--- config.mk ---
export PLATFORM = sky130hd
export DESIGN_NAME = arb_req_frontend_flat
export DESIGN_NICKNAME = d
export VERILOG_FILES = /design/src/rtl/arb_req_frontend_if.sv /design/src/rtl/arb_req_frontend.sv /design/src/flat_wrapper.sv
export SDC_FILE = /design/constraint.sdc
export NUM_CORES = 1
export LEC_CHECK = 0
export CORE_ASPECT_RATIO = 0.5
export CORE_UTILIZATION = 40
export CTS_BUF_LIST = sky130_fd_sc_hd__clkbuf_2 sky130_fd_sc_hd__clkbuf_4 sky130_fd_sc_hd__clkbuf_8
export DETAILED_ROUTE_END_ITERATION = 6
export MAX_ROUTING_LAYER = met4
export PLACE_DENSITY = 0.7
export SKIP_LAST_GASP = 1
export SLEW_MARGIN = 20
export SYNTH_ARGS = -nofsm -noshare
export SYNTH_HDL_FRONTEND = slang
export SYNTH_SLANG_ARGS = --single-unit
--- constraint.sdc ---
create_clock -name clk -period 3.7 [get_ports clk]
set_input_delay 0.925 -clock clk [delete_from_list [all_inputs] [get_ports clk]]
set_output_delay 0.925 -clock clk [all_outputs]
set_load 0.02 [all_outputs]
--- src/rtl/arb_req_frontend_if.sv ---
`default_nettype none
// ---------------------------------------------------------------------------
// Module   : arb_req_frontend_if
// Brief    : Requester, arbiter and forward-path signals of the frontend.
// Revision : 1.0  initial release
// ---------------------------------------------------------------------------
interface arb_req_frontend_if #(
    parameter int DATA_W = 8
);
    logic              in0_valid;
    logic              in0_ready;
    logic [DATA_W-1:0] in0_data;
    logic              in1_valid;
    logic              in1_ready;
    logic [DATA_W-1:0] in1_data;
    logic [1:0]        request;
    logic [1:0]        grant;
    logic              out_valid;
    logic              out_src;
    logic [DATA_W-1:0] out_data;
    logic              grant_err;

    modport slave (
        input  in0_valid, in0_data, in1_valid, in1_data, grant,
        output in0_ready, in1_ready, request, out_valid, out_src, out_data, grant_err
    );

    modport master (
        output in0_valid, in0_data, in1_valid, in1_data, grant,
        input  in0_ready, in1_ready, request, out_valid, out_src, out_data, grant_err
    );
endinterface
`default_nettype wire

--- src/rtl/arb_req_frontend.sv ---
`default_nettype none
// ---------------------------------------------------------------------------
// Module   : arb_req_frontend
// Brief    : Two per-requester FIFOs feeding a registered 2-way arbiter.
// Revision : 1.0  initial release
// ---------------------------------------------------------------------------
module arb_req_frontend #(
    parameter int DATA_W = 8,
    parameter int DEPTH  = 4
) (
    input  wire logic         clk,
    input  wire logic         reset,
    arb_req_frontend_if.slave bus
);
    localparam int                  c_ptr_w = $clog2(DEPTH);
    localparam int                  c_cnt_w = c_ptr_w + 1;
    localparam logic [c_cnt_w-1:0]  c_depth = c_cnt_w'(DEPTH);
    localparam logic [c_ptr_w-1:0]  c_ptr_one = c_ptr_w'(1);
    localparam logic [c_cnt_w-1:0]  c_cnt_one = c_cnt_w'(1);

    logic [1:0]                 w_in_valid;
    logic [1:0]                 w_in_ready;
    logic [1:0]                 w_push;
    logic [1:0]                 w_pop;
    logic [1:0]                 w_request;
    logic [1:0][DATA_W-1:0]     w_in_data;
    logic [1:0][DATA_W-1:0]     w_head;
    logic [1:0][c_cnt_w-1:0]    w_count;
    logic                       w_illegal;

    logic                       r_out_valid;
    logic                       r_out_src;
    logic [DATA_W-1:0]          r_out_data;
    logic                       r_grant_err;

    assign w_in_valid = {bus.in1_valid, bus.in0_valid};
    assign w_in_data  = {bus.in1_data, bus.in0_data};

    generate
        for (genvar gi = 0; gi < 2; gi++) begin : g_fifo
            logic [DATA_W-1:0]  r_mem [DEPTH];
            logic [c_ptr_w-1:0] r_wptr;
            logic [c_ptr_w-1:0] r_rptr;
            logic [c_cnt_w-1:0] r_count;

            assign w_count[gi]    = r_count;
            assign w_head[gi]     = r_mem[r_rptr];
            // Ready uses the pre-pop count, so a full FIFO refuses even while popping.
            assign w_in_ready[gi] = !reset && (r_count < c_depth);
            assign w_push[gi]     = w_in_valid[gi] && w_in_ready[gi];
            // Withdraw the last entry's request in the cycle it is being granted.
            assign w_request[gi]  = !reset && (r_count > c_cnt_w'(bus.grant[gi]));

            always_ff @(posedge clk) begin
                if (reset) begin
                    r_wptr  <= '0;
                    r_rptr  <= '0;
                    r_count <= '0;
                end else begin
                    if (w_push[gi]) r_wptr <= r_wptr + c_ptr_one;
                    if (w_pop[gi])  r_rptr <= r_rptr + c_ptr_one;
                    case ({w_push[gi], w_pop[gi]})
                        2'b10:   r_count <= r_count + c_cnt_one;
                        2'b01:   r_count <= r_count - c_cnt_one;
                        default: r_count <= r_count;
                    endcase
                end
            end

            always_ff @(posedge clk) begin
                if (w_push[gi]) r_mem[r_wptr] <= w_in_data[gi];
            end
        end
    endgenerate

    assign w_pop[0]  = (bus.grant == 2'b01) && (w_count[0] != '0);
    assign w_pop[1]  = (bus.grant == 2'b10) && (w_count[1] != '0);
    assign w_illegal = (bus.grant == 2'b11)
                     || (bus.grant[0] && (w_count[0] == '0))
                     || (bus.grant[1] && (w_count[1] == '0));

    always_ff @(posedge clk) begin
        if (reset) begin
            r_out_valid <= 1'b0;
            r_out_src   <= 1'b0;
            r_out_data  <= '0;
            r_grant_err <= 1'b0;
        end else begin
            r_out_valid <= |w_pop;
            if (w_pop[1]) begin
                r_out_src  <= 1'b1;
                r_out_data <= w_head[1];
            end else if (w_pop[0]) begin
                r_out_src  <= 1'b0;
                r_out_data <= w_head[0];
            end
            if (w_illegal) r_grant_err <= 1'b1;
        end
    end

    assign bus.in0_ready = w_in_ready[0];
    assign bus.in1_ready = w_in_ready[1];
    assign bus.request   = w_request;
    assign bus.out_valid = r_out_valid;
    assign bus.out_src   = r_out_src;
    assign bus.out_data  = r_out_data;
    assign bus.grant_err = r_grant_err;
endmodule
`default_nettype wire

--- src/flat_wrapper.sv ---
// flat-port wrapper written by rule: the top's interface ports become plain ports
module arb_req_frontend_flat 
#(
    parameter int DATA_W = 8,
    parameter int DEPTH  = 4
)
  (clk, reset, bus_in0_valid, bus_in0_data, bus_in1_valid, bus_in1_data, bus_grant, bus_in0_ready, bus_in1_ready, bus_request, bus_out_valid, bus_out_src, bus_out_data, bus_grant_err);
  arb_req_frontend_if #(.DATA_W(DATA_W)) bus_i ();
  input  wire logic clk;
  input  wire logic reset;
  input wire logic [$bits(bus_i.in0_valid)-1:0] bus_in0_valid;
  input wire logic [$bits(bus_i.in0_data)-1:0] bus_in0_data;
  input wire logic [$bits(bus_i.in1_valid)-1:0] bus_in1_valid;
  input wire logic [$bits(bus_i.in1_data)-1:0] bus_in1_data;
  input wire logic [$bits(bus_i.grant)-1:0] bus_grant;
  output wire logic [$bits(bus_i.in0_ready)-1:0] bus_in0_ready;
  output wire logic [$bits(bus_i.in1_ready)-1:0] bus_in1_ready;
  output wire logic [$bits(bus_i.request)-1:0] bus_request;
  output wire logic [$bits(bus_i.out_valid)-1:0] bus_out_valid;
  output wire logic [$bits(bus_i.out_src)-1:0] bus_out_src;
  output wire logic [$bits(bus_i.out_data)-1:0] bus_out_data;
  output wire logic [$bits(bus_i.grant_err)-1:0] bus_grant_err;
  assign bus_i.in0_valid = bus_in0_valid;
  assign bus_i.in0_data = bus_in0_data;
  assign bus_i.in1_valid = bus_in1_valid;
  assign bus_i.in1_data = bus_in1_data;
  assign bus_i.grant = bus_grant;
  assign bus_in0_ready = bus_i.in0_ready;
  assign bus_in1_ready = bus_i.in1_ready;
  assign bus_request = bus_i.request;
  assign bus_out_valid = bus_i.out_valid;
  assign bus_out_src = bus_i.out_src;
  assign bus_out_data = bus_i.out_data;
  assign bus_grant_err = bus_i.grant_err;
  arb_req_frontend #(.DATA_W(DATA_W), .DEPTH(DEPTH)) u_core (.clk(clk), .reset(reset), .bus(bus_i));
endmodule
==> results of run 1 <==
==> metal layers <==
metal / vias up / GRT usage [%] / wire, um
met1: 1104 / 19.2 / 3230
met3: 13 / 4.95 / 275
met4: 0 / 7.25 / 130
met5: - / - / 0
met2: 44 / 27.3 / 3540
li1: 1059 / - / -
==> critical path, delay by kind of cell <==
family,cells,cell delay (ps)
fa+ha+maj,1,300
buf+inv,2,1050
simple gates,3,270
==> registers in the layout, indices dropped and copies added, names as in the netlist, named ones only <==
signal / cells
u_core.bus.out_valid: 1
u_core.g_fifo.r_wptr: 4
u_core.g_fifo.r_rptr: 4
u_core.g_fifo.r_count: 6
u_core.bus.out_src: 1
u_core.bus.grant_err: 1
u_core.g_fifo.r_mem: 64
u_core.bus.out_data: 8
==> cell type report <==
class / count / area [sq um] / area share (%)
Clock buffer: 10 / 131 / 2.88
Timing Repair Buffer: 44 / 420 / 9.21
Inverter: 17 / 63.8 / 1.40
Tap cell: 130 / 163 / 3.56
Multi-Input combinational cell: 136 / 1210 / 26.5
Sequential cell: 93 / 2500 / 54.8
Clock inverter: 6 / 72.6 / 1.59
==> cell families after synthesis <==
family / share of synthesized area (%)
buffers and inverters: 4.17
AOI/OAI and AO/OA: 6.27
DFF: 64.7
muxes: 9.31
adders and majority gates: 4.92
and+or+nand+nor: 9.28
xor gates and xnor gates: 1.36
==> placed cells by master (no fill, tap or decap), types with 7 or more instances in the layout <==
master	Yosys	layout
a21oi_1	13	13
and2_1	8	8
ha_1	12	12
clkbuf_8	1	9
inv_1	17	17
clkdlybuf4s50_1	0	36
nor2_1	14	14
nand3_1	7	7
mux4_2	16	16
dfxtp_1	29	29
buf_4	2	8
nor3_1	14	13
o21ai_0	8	8
edfxtp_1	64	64
==> power breakdown <==
part	switching, mW	leakage (nW)	internal, mW	total (mW)
Sequential	0.0382	0.818	1.16	1.20
Clock	0.355	0.0945	0.326	0.682
Combinational	0.176	0.569	0.146	0.322
Total	0.570	1.48	1.63	2.20
==> how the worst max path moves through the flow <==
stage,start,endpoint,slack [ps]
global placement,bus_grant[1],bus_request[1],210
floorplan,bus_grant[0],u_core.g_fifo[1].r_count[2],890
global route,bus_grant[1],bus_request[1],150
CTS,bus_grant[1],bus_request[1],220
finish,bus_grant[0],bus_request[0],240
detailed placement,bus_grant[0],bus_request[0],240
==> impl_metrics.toml, run 1 <==
[drt]
drt_wl_total_um = 7180
drtIter0Drc = 129
wl_per_cell_um = 16.5
dr.pass1.iters = 4
dr_total_vias = 2220
drc = 0
via_per_inst = 5.09
postRouteAntennaNets = 0

[clocking]
clock_latency_ps = 360
clkTransAtPathRegs_ps = 90
clk_path_buf_depth = 2
postCtsSetupBuffers = 0
cts_root_buf = "clkbuf_8"
cts_tree = "yes"
cts_resized = 0
h-tree-depth = 3
cts_hold_buf = 0
clock_sinks = 93
numCtsBuffers = 9

[synthesis]
ys_ff_latch = 93
synth_top_area_cell = "edfxtp_1"
syn_area_per_cell_sq_um = 14.8
netlist_area_sq_um = 3870
synth_top_area_share_pct = 49.7
synth_area_leaders = "edfxtp_1 (50%), dfxtp_1 (15%), mux4_2 (9.3%)"
synthCells = 262
synth_nets = 298
synth_edf_count = 64
synth.distinct_cells = 37
yosysMostFrequentCell = "edfxtp_1"
yosysSeqAreaShare_pct = 64.7
synthArstFlopShare_pct = 0
synth-main-ff-cell = "edfxtp_1"
yosys_warnings = 0
synthTopCellsByCount = "edfxtp_1 (64), dfxtp_1 (29), inv_1 (17)"

[pwr]
power_density_nw_per_um2 = 483
irDropWorstVdd_mv = 0.188
power_mw = 2.20
leakage_nw = 1.48

[global_routing]
gr-total-overflow = 0
antenna_found_initial = 0
track_usage_pct = 16.6
first_global_vias = 2361
grt_pass1_wl_um = 11800
grt_max_degree = 23

[floorplan]
die_h_um = 71.5
die_area_sq_um = 10100
die_w_um = 141
rows = 24
coreArea_sq_um = 9040
initial_core_util_pct = 42.8
io_pins = 37

[sta]
hold_slack_ps = 457
period_share_pct = 93.6
drv_slew = 0
max_freq_mhz = 289
setup_viol = 0
relSlewSlack_pct = 46.0
hold_viol = 0
finClkSkew_ps = 8.33
grt_setup_unrepaired = "false"
setup-tns-final_ps = 0
finalWorstSetupSlack_ps = 235
worst_pin_slew_ps = 806
finalCriticalPeriod_ps = 3460

[setup_path]
crit_required_ps = 2770
cp.arrival_ps = 2540
reg2reg_depth = 9
r2r-end = "u_core.g_fifo[1].r_count[2]"
critical-path-max-stage-delay_ps = 620
critical_path_class = "in -> out"
crit_path_end_kind = "output port"
worstPathMaxFanout = 2
slowest_stage = "clkdlybuf4s50_1"
startpoint_type = "input port"
r2r_slack_ps = 1070
path_cells = "clkdlybuf4s50_1, ha_1, nor2_1, nor3_1, nor2_1, clkdlybuf4s50_1"
reg2reg_from = "u_core.g_fifo[1].r_count[2]"

[place]
hpwl_um = 5040
place_area_sq_um = 4350
place_ws_ps = 239
placed_cells = 420
port_buffers = 36
gp_congestion = 0.740

[finish]
drive_gt1_share_pct = 16.0
area_growth_pct = 17.9
fin_util_pct = 50.5
instances_no_fill = 436
fin_nets = 337
antennaDiodeCount = 0
nFillCells = 772
final_area_sq_um = 4560

[worst_hold_path]
whs_endpoint = "u_core.bus.grant_err"
holdCritPathClass = "reg -> reg"
min_delay_path_depth = 2
min_from = "u_core.bus.grant_err"

[job]
maxCapViolCount = 0

[run_status]
status = "completed"
Note: power is estimated with default switching activity, not from simulation.
==> run 2, diff against run 1 <==
Settings changed: CORE_MARGIN set to 10, CORE_UTILIZATION 40 to 63, PLACE_DENSITY 0.7 to 0.95.
==> run 2 against run 1 <==
Wire length increased by 11%; sequential share of layout area increased by 1.1 points; register-to-register slack improved by 160 ps; combinational power increased by 1%; first-iteration DRC count increased by 55%; clock-buffer cell count increased by 2; highest routed layer unchanged.
==> impl_metrics.toml, run 2 (synthesis results as in run 1) <==
[sta]
finalCriticalPeriod_ps = 3510
finClkSkew_ps = 8.82
setup_viol = 0
grt_setup_unrepaired = "false"
relSlewSlack_pct = 49.2
period_share_pct = 95.0
hold_viol = 0
max_freq_mhz = 285
worst_pin_slew_ps = 758
drv_slew = 0
setup-tns-final_ps = 0

[drt]
drtIter0Drc = 200
wl_per_cell_um = 20.9
drc = 0
postRouteAntennaNets = 0
dr.pass1.iters = 4
drt_wl_total_um = 8000
dr_total_vias = 2324
via_per_inst = 6.07

[floorplan]
die_area_sq_um = 9870
initial_core_util_pct = 64.4
die_w_um = 131
io_pins = 37
die_h_um = 75.4
rows = 20
coreArea_sq_um = 6010

[setup_path]
critical_path_class = "in -> out"
critical-path-max-stage-delay_ps = 620
startpoint_type = "input port"
path_cells = "clkdlybuf4s50_1, ha_1, nor2_1, nor3_1, nor2_1, clkdlybuf4s50_1"
worstPathMaxFanout = 6
cp.arrival_ps = 2590
slowest_stage = "clkdlybuf4s50_1"
crit_required_ps = 2770
crit_path_end_kind = "output port"

[finish]
fin_nets = 337
area_growth_pct = 15.6
antennaDiodeCount = 0
layout_common_cells = "edfxtp_1 (64), clkdlybuf4s50_1 (36), dfxtp_1 (29), inv_1 (17), mux4_2 (16)"
largest_reg_flops = 64
regMostFlops = "u_core.g_fifo.r_mem"
multi_input_area_sq_um = 1210
nFillCells = 360
seqCellArea_sq_um = 2500
layout.cells.most_common = "edfxtp_1"
drive_gt1_share_pct = 16.0

[global_routing]
track_usage_pct = 18.0
grt_max_degree = 19
first_global_vias = 2417
gr-total-overflow = 0
antenna_found_initial = 0
grt_pass1_wl_um = 12600

[clocking]
clock_latency_ps = 360
numCtsBuffers = 9
cts_hold_buf = 0
cts_root_buf = "clkbuf_8"
clock_sinks = 93
clkTransAtPathRegs_ps = 80
clk_path_buf_depth = 2
cts_resized = 0
h-tree-depth = 3
postCtsSetupBuffers = 0
cts_tree = "yes"

[pwr]
irDropWorstVdd_mv = 0.404
power_density_nw_per_um2 = 479
power_mw = 2.14
leakage_nw = 1.48

[worst_hold_path]
holdCritPathClass = "reg -> reg"

[run_status]
status = "completed"

[job]
maxCapViolCount = 0

[place]
hpwl_um = 5580
port_buffers = 36
gp_congestion = 0.876
## run 2: cell count changes in the layout (fill, tap and decap cells not counted), sizes merged
cell,change
bufinv,-1
clkbuf,+2
clkinv,+3
clkinvlp,-2
inv,-2
## run 2: metrics by stage
step	worst slack, ps	hold slack (ps)	instance area, sq um	utilization [%]	instances
CTS	184	457	4470	74.4	383
floorplan	892	453	3870	-	262
global placement	208	446	4290	71.4	367
global route	91.8	506	4470	74.5	383
finish	186	452	4470	74.5	383
detailed placement	181	445	4290	71.4	367
## run 2: cell type report
cell class | count | share of cell area (%)
well taps | 77 | 2.15
multi-input cells | 136 | 27.1
clock inverters | 4 | 0.588
flip-flops and latches | 93 | 56.0
clock buffers | 12 | 3.41
inverters | 17 | 1.43
repair buffers | 44 | 9.40
## run 2: worst max-delay path, delay by kind of cell
family	cells	cell delay [ps]
simple gates	3	250
buf+inv	2	1160
fa+ha+maj	1	250
## run 2: path summary, 6_finish.rpt
kind,start,to,slack [ps],cells after the start
setup / recovery,bus_grant[0],bus_request[0],190,6
hold / removal,u_core.bus.grant_err,u_core.bus.grant_err,450,2
setup reg to reg,u_core.g_fifo[1].r_count[2],u_core.g_fifo[1].r_count[2],1230,9
hold reg to reg,u_core.bus.grant_err,u_core.bus.grant_err,450,2
## run 2: power by group
part           switching [mW]  leakage [nW]  internal, mW  total, mW
Clock                   0.337        0.0932         0.277      0.614
Combinational           0.179         0.569         0.146      0.326
Sequential             0.0415         0.818          1.16       1.20
## run 2: routing by layer
layer / share of wire, % / wire length, um / vias up / track usage [%]
met5: 0 / 0 / - / -
met1: 40 / 3230 / 1163 / 19.8
met4: 1.4 / 114 / 0 / 8.08
met2: 52 / 4140 / 79 / 29.8
met3: 6.4 / 511 / 12 / 5.83
li1: - / - / 1070 / -
==> run 3, diff against run 2 <==
Settings changed: CORE_MARGIN 10 to 1.5.
==> run 3 against run 2 <==
Cell count shrank 1.6%; non-clock buffer count fell by 2; cell area is 0.45% higher; register-to-register slack got worse by 90 ps; worst setup slack improved by 13 ps; largest power group unchanged; clock-buffer cell count down 3; utilization grew 4.3 points; die area fell by 33%; critical path depth unchanged; sequential power is essentially flat; global-route usage increased by 9.9 points.
==> impl_metrics.toml, run 3 (synthesis results as in run 1) <==
[run_status]
status = "completed"

[sta]
max_freq_mhz = 286
setup_viol = 0
period_share_pct = 94.6
hold_viol = 0
finalCriticalPeriod_ps = 3500
finClkSkew_ps = 14.3
grt_setup_unrepaired = "false"
setup-tns-final_ps = 0
worst_pin_slew_ps = 1070
relSlewSlack_pct = 28.1
drv_slew = 0

[global_routing]
antenna_found_initial = 0
gr-total-overflow = 0
first_global_vias = 2402
track_usage_pct = 27.9
grt_max_degree = 17
grt_pass1_wl_um = 12800

[floorplan]
die_area_sq_um = 6650
die_h_um = 58.4
die_w_um = 114
rows = 19
coreArea_sq_um = 5710
initial_core_util_pct = 67.8
io_pins = 37

[setup_path]
crit_path_end_kind = "output port"
cp.arrival_ps = 2580
r2r_slack_ps = 1140
crit_buf_inv = 2
path_cells = "clkdlybuf4s50_1, ha_1, nor2_1, nor3_1, nor2_1, clkdlybuf4s50_1"
reg2reg_from = "u_core.g_fifo[1].r_count[2]"
crit_family = "buffers and inverters"
critical-path-max-stage-delay_ps = 640
worstPathMaxFanout = 2
startpoint_type = "input port"
crit_required_ps = 2770
critical_path_class = "in -> out"
reg2reg_depth = 9
slowest_stage = "clkdlybuf4s50_1"
r2r-end = "u_core.g_fifo[1].r_count[2]"

[place]
placed_cells = 361
gp_congestion = 0.863
hpwl_um = 5590
port_buffers = 36

[drt]
drc = 0
drtIter0Drc = 204
dr_total_vias = 2422
postRouteAntennaNets = 0
wl_per_cell_um = 21.8
via_per_inst = 6.42
dr.pass1.iters = 5
drt_wl_total_um = 8220

[finish]
largest_reg_flops = 64
drive_gt1_share_pct = 15.1
instances_no_fill = 377
antennaDiodeCount = 0
layout.cells.most_common = "edfxtp_1"
layout_common_cells = "edfxtp_1 (64), clkdlybuf4s50_1 (35), dfxtp_1 (29), inv_1 (17), mux4_2 (16)"
fin_nets = 335
regMostFlops = "u_core.g_fifo.r_mem"
area_growth_pct = 16.1

[pwr]
leakage_nw = 1.50
irDropWorstVdd_mv = 0.374
power_density_nw_per_um2 = 507

[job]
maxCapViolCount = 0

[clocking]
cts_tree = "yes"
h-tree-depth = 3
clk_path_buf_depth = 2
numCtsBuffers = 9
cts_root_buf = "clkbuf_8"
clock_sinks = 93
clkTransAtPathRegs_ps = 100
clock_latency_ps = 370

[worst_hold_path]
whs_endpoint = "u_core.bus.grant_err"
min_from = "u_core.bus.grant_err"
holdCritPathClass = "reg -> reg"
min_delay_path_depth = 2
## run 3: routing by layer
metal  routed length, um  global-route usage [%]
met2                4010                    45.6
met3                 626                    6.90
met1                3310                    34.6
met4                 268                    11.1
met5                   0                       -
## run 3: worst reg2reg max path, delay by kind of cell, from the launching register on
family / cells / cell delay [ps]
AOI/OAI and AO/OA: 1 / 150
adders and majority gates: 2 / 560
buffers and inverters: 2 / 160
xor gates and xnor gates: 1 / 150
DFF: 1 / 470
and+or+nand+nor: 3 / 1010
## run 3: layout make-up
cell class                      count  area (sq um)
Clock inverter                      7          97.6
Tap cell                           73          91.3
Sequential cell                    93          2500
Clock buffer                        9           124
Inverter                           17          63.8
Fill cell                         312          1210
Timing Repair Buffer               42           408
Multi-Input combinational cell    136          1200
## run 3: stage by stage
| step | total power [mW] | worst slack [ps] | utilization [%] | instance area (sq um) | hold slack [ps] |
|---|---|---|---|---|---|
| final | 2.28 | 199 | 78.7 | 4490 | 460 |
| after global routing | 2.34 | 131 | 78.7 | 4490 | 489 |
| after CTS | 2.27 | 68.0 | 78.7 | 4490 | 459 |
| after detailed placement | 1.55 | 64.4 | 74.8 | 4270 | 449 |
| after global placement | 1.52 | 221 | 74.8 | 4270 | 439 |
| after floorplan | 1.43 | 892 | - | 3870 | 453 |
## run 3: repair_timing
action                     in CTS  in global routing
gates resized for setup         0                  1
buffers inserted                0                  0
hold buffers                    0                  0
setup endpoints to repair       0                  1
## run 3: power breakdown
part           switching [mW]  internal [mW]
clock network           0.356          0.382
registers              0.0424           1.16
logic                   0.191          0.143
total                   0.590           1.69
## run 3: worst max-delay path by stage
stage | startpoint | endpoint | cells past startpoint
2_1_floorplan | bus_grant[0] | u_core.g_fifo[1].r_count[2] | 9
3_3_place_gp | bus_grant[0] | bus_request[0] | 6
3_5_place_dp | bus_grant[0] | bus_request[0] | 6
4_1_cts | bus_grant[0] | bus_request[0] | 6
5_1_grt | bus_grant[1] | bus_request[1] | 6
6_report | bus_grant[1] | bus_request[1] | 6
